`config.mk`:
```
export PLATFORM = sky130hd
export DESIGN_NAME = pipe_hazard_ctrl
export DESIGN_NICKNAME = d
export VERILOG_FILES = /design/src/rtl/pipe_hazard_ctrl.sv
export SDC_FILE = /design/constraint.sdc
export NUM_CORES = 1
export LEC_CHECK = 0
export CAP_MARGIN = 40
export CORE_MARGIN = 2
export CORE_UTILIZATION = 45
export CTS_BUF_LIST = sky130_fd_sc_hd__clkbuf_4
export DETAILED_ROUTE_END_ITERATION = 7
export PLACE_DENSITY = 0.82
export SLEW_MARGIN = 10
export SYNTH_ARGS = -nofsm -noshare
export SYNTH_HDL_FRONTEND = slang
export SYNTH_SLANG_ARGS = --single-unit
```
`constraint.sdc`:
```
create_clock -name clk -period 2.1 [get_ports clk]
set_input_delay 0.42 -clock clk [delete_from_list [all_inputs] [get_ports clk]]
set_output_delay 0.42 -clock clk [all_outputs]
set_load 0.01 [all_outputs]
```
`src/rtl/pipe_hazard_ctrl.sv`:
```
// Pipeline stall/flush controller: merges stall requests into a freeze mask,
// stretches flushes, holds the redirect PC and watches for stuck stalls.
module pipe_hazard_ctrl #(
   parameter int NUM_STAGES  = 6,
   parameter int FLUSH_HOLD  = 1,
   parameter int ADDR_W      = 32,
   parameter int WDOG_W      = 8,
   parameter int STALL_LIMIT = 200
) (
   input  logic                  clk,
   input  logic                  rst,
   input  logic [NUM_STAGES-1:0] stall_req_i,
   input  logic                  flush_req_i,
   input  logic [ADDR_W-1:0]     flush_pc_i,
   input  logic                  wdog_clr_i,
   output logic [NUM_STAGES-1:0] stall_o,
   output logic                  flush_o,
   output logic [ADDR_W-1:0]     new_pc_o,
   output logic                  new_pc_valid_o,
   output logic [WDOG_W-1:0]     stall_cnt_o,
   output logic                  wdog_trip_o
);

   localparam int HOLD_W = 4;

   logic [HOLD_W-1:0]     hold_cnt;
   logic [ADDR_W-1:0]     pc_q;
   logic [WDOG_W-1:0]     stall_cnt;
   logic                  wdog_trip;

   logic [NUM_STAGES-1:0] stall_mask;
   logic [NUM_STAGES-1:0] stall_int;
   logic                  flush_int;
   logic [WDOG_W-1:0]     stall_cnt_nxt;

   function automatic logic [WDOG_W-1:0] sat_inc(input logic [WDOG_W-1:0] v);
      if (v == {WDOG_W{1'b1}})
         return v;
      else
         return v + 1'b1;
   endfunction

   // A stage freezes whenever it or any later stage is stalled.
   always_comb begin
      stall_mask = '0;
      for (int j = 0; j < NUM_STAGES; j++)
         stall_mask[j] = |(stall_req_i >> j);
   end

   assign flush_int     = flush_req_i | (hold_cnt != '0);
   assign stall_int     = flush_int ? '0 : stall_mask;
   assign stall_cnt_nxt = (stall_int == '0) ? '0 : sat_inc(stall_cnt);

   always_ff @(posedge clk or negedge rst) begin
      if (!rst) begin
         hold_cnt  <= '0;
         pc_q      <= '0;
         stall_cnt <= '0;
         wdog_trip <= 1'b0;
      end else begin
         if (flush_req_i)
            hold_cnt <= HOLD_W'(FLUSH_HOLD);
         else if (hold_cnt != '0)
            hold_cnt <= hold_cnt - 1'b1;

         if (flush_req_i)
            pc_q <= flush_pc_i;

         stall_cnt <= stall_cnt_nxt;

         // Trip only on the arrival at the limit so a saturated count cannot re-fire.
         if (stall_cnt_nxt == WDOG_W'(STALL_LIMIT) && stall_cnt != WDOG_W'(STALL_LIMIT))
            wdog_trip <= 1'b1;
         else if (wdog_clr_i)
            wdog_trip <= 1'b0;
      end
   end

   assign stall_o        = rst ? stall_int : '0;
   assign flush_o        = rst & flush_int;
   assign new_pc_o       = rst ? (flush_req_i ? flush_pc_i : pc_q) : '0;
   assign new_pc_valid_o = rst & flush_req_i;
   assign stall_cnt_o    = rst ? stall_cnt : '0;
   assign wdog_trip_o    = rst & wdog_trip;

endmodule

```
==> results by group <==
Pwr
  • PwrDens: 640 mW/mm^2
  • Peak VDD IR: 0.454 mV
  • LEAKAGE: 1.60 nW

Route
  • Final wirelength: 5.07 mm
  • Vias/cell: 4.85
  • Iter 0 DRT Violations: 100
  • Routed vias: 1869
  • DRC Markers: 0
  • Wire per inst: 13.2 um
  • DR pass1 iterations: 4
  • Final antenna-violating net count: 0

Critical path
  • CP max FO: 5
  • CP required: 1680 ps
  • Worst Path Arrival: 1710 ps
  • Crit. End Element: primary output
  • Setup crit start: hold_cnt[0]$_DFFE_PN0P_
  • Crit start category: flop
  • Kind of critical path: flop to primary output
  • Reg-to-reg startpoint: hold_cnt[0]$_DFFE_PN0P_
  • R2r setup slk: 130 ps

Clocking
  • Clock-pin transition on the worst setup and hold timing paths: 130 ps
  • Worst skew pair latency: 340 ps
  • CTS Root Cell: clkbuf_4
  • CTS tree: done
  • CTS Buf Count: 5
  • Clk sinks: 45
  • # H-tree levels: 2
  • Clock tree buffer depth: 2

Final layout
  • Area Overhead vs Synth: 49.6%
  • Share of layout cells above drive strength 1: 25.7%
  • Post-layout instance area: 0.00345 mm^2
  • Diodes inserted: 0
  • Final nets: 359
  • Core Util, Final: 68.8%

Die
  • Row cnt: 26
  • Die Y: 75.5 um
  • Width of the die: 75.5 um
  • CORE AREA: 0.00501 mm^2
  • Initial core utilization: 46.0%
  • Die area: 0.00571 mm^2
  • IO Count: 91

Yosys
  • Synthesized area: 0.00230 mm^2
  • Post-synth net total: 253
  • Top cell type's share of synthesized area: 48.9%
  • Number of distinct library cells after synthesis: 33
  • Number of synthesized flops with an enable pin: 0
  • Sequential share of the synthesized area: 48.9%
  • Most used DFF post-synth: dfrtp_1
  • Top-count cell post-synth: dfrtp_1
  • Yosys reg bits: 45
  • Avg Cell Area, Syn: 11.1 um^2
  • Mapped Cells: 208
  • Synth area leader: dfrtp_1
  • Async set-or-reset flop fraction in the synthesized netlist: 100%
  • Synth top area cells: dfrtp_1 49%, mux2_2 16%, and2_1 10%
  • Top cells by count, synth: 45 x dfrtp_1, 38 x and2_1, 33 x mux2_2, 23 x nor2_1, 8 x nand2_1
  • Warnings, synthesis: 0

Timing
  • Least-Margin Pin Slew: 242 ps
  • Setup violators final: 1
  • Fin crit period: 2130 ps
  • Unrepaired setup endpoints after global routing: true
  • Worst hold-check slack: 77.4 ps
  • Slew Viols, Final: 0
  • Final period util: 101%
  • Hold Vio Cnt, Final: 0
  • Fin worst setup slack: -27.6 ps
  • Relative slew slack: 83.4%
  • Fmax: 470 MHz
  • Setup TNS: -27.6 ps
  • Worst Clk Skew: 4.87 ps

GRT
  • Largest net degree at the start of global routing: 35
  • First-pass GRT wire length: 8.09 mm
  • GRT Total Usage: 18.8%
  • Total gr overflow: 0
  • Vias in the first global route: 1772
  • Antenna violations before repair: 0

Placed design
  • Port Buffers: 90
  • GP Congestion: 0.879
  • Detail Placement HPWL: 3.87 mm
  • Area post-placement: 0.00339 mm^2

Job
  • Max cap viols: 0

Run status
  • Violated checks: negative setup slack
  • Status: finished, violations left

Min path
  • Hold Crit Class: input port to async pin
## state kept, by name (all words and copies together) (netlist names)
register / cells
wdog_trip: 1
stall_cnt: 8
pc_q: 32
hold_cnt: 4
## cell type report
class	count	area [um^2]
repair buffers	109	1020
clock inverters	2	33.8
clock buffers	6	45.0
multi-input cells	146	1110
fillers	432	1560
inverters	7	26.3
well taps	70	87.6
flip-flops and latches	45	1130
## cell families (layout without fill, tap and decap cells)
group | after synthesis | in the layout | synth area share, %
AOI/OAI and AO/OA | 15 | 15 | 5.05
and+or+nand+nor | 91 | 91 | 23.5
adders and majority gates | 3 | 3 | 1.63
xor gates and xnor gates | 2 | 2 | 0.761
muxes | 35 | 35 | 17.0
DFF | 45 | 45 | 48.9
buffers and inverters | 17 | 124 | 3.20
## power breakdown
| part | internal (mW) | switching [mW] | leakage [nW] |
|---|---|---|---|
| Clock | 0.261 | 0.268 | 0.0433 |
| Sequential | 0.958 | 0.0416 | 0.551 |
| Combinational | 0.389 | 0.290 | 1.00 |
## path summary, 6_finish.rpt
path                       cells after the start                       to
setup / recovery                               8               stall_o[0]
hold / removal                                 2       pc_q[14]$_DFF_PN0_
setup reg to reg                              10    wdog_trip$_DFFE_PN0P_
hold reg to reg                                1        pc_q[8]$_DFF_PN0_
max in group asynchronous                      3   stall_cnt[5]$_DFF_PN0_
min in group clk                               3  hold_cnt[3]$_DFFE_PN0P_
## layout by cell type (no fill, tap or decap), drive strengths merged, types with 2 or more instances in the layout
cell type,Yosys,final
dfrtp,45,45
clkdlybuf4s50,0,45
and2,38,38
dlygate4sd2,0,36
mux2,33,33
buf,6,28
nor2,23,23
nand2,8,8
inv,7,7
nor3,7,7
clkbuf,4,6
o21ai,4,4
a21oi,4,4
nand3,3,3
and3,3,3
ha,3,3
a211oi,2,2
mux2i,2,2
xnor2,2,2
and4,2,2
## repair_timing
action	4_1_cts	5_1_grt
pin swaps	4	5
hold endpoints to repair	0	0
resized for setup	70	3
hold buffers	0	0
buffers inserted	3	1
endpoints found under the setup margin	39	8
## metrics by stage
stage	setup slack, ps	total power, mW	std cells
after floorplan	229	1.36	208
after global placement	-449	1.70	374
after detailed placement	-478	1.72	374
after CTS	-42.0	2.24	385
after global routing	-151	2.35	385
final	-27.6	2.21	385
## per-layer routing
layer | GRT usage, % | vias up | part of all wire (%)
met1 | 22.3 | 898 | 42
met3 | 3.44 | 6 | 4.2
met2 | 33.6 | 46 | 52
met5 | 0 | - | 0
li1 | - | 919 | -
met4 | 7.41 | 0 | 1.6
## critical path: stages (launching register included)
cell and delay [ps]:
dfrtp_1 400, inv_1 60, ha_2 170, nor4b_4 190, buf_4 180, buf_6 100, o31ai_4 60, nor2_1 80
buf_2 140
Power figures use the tool's default switching activity.
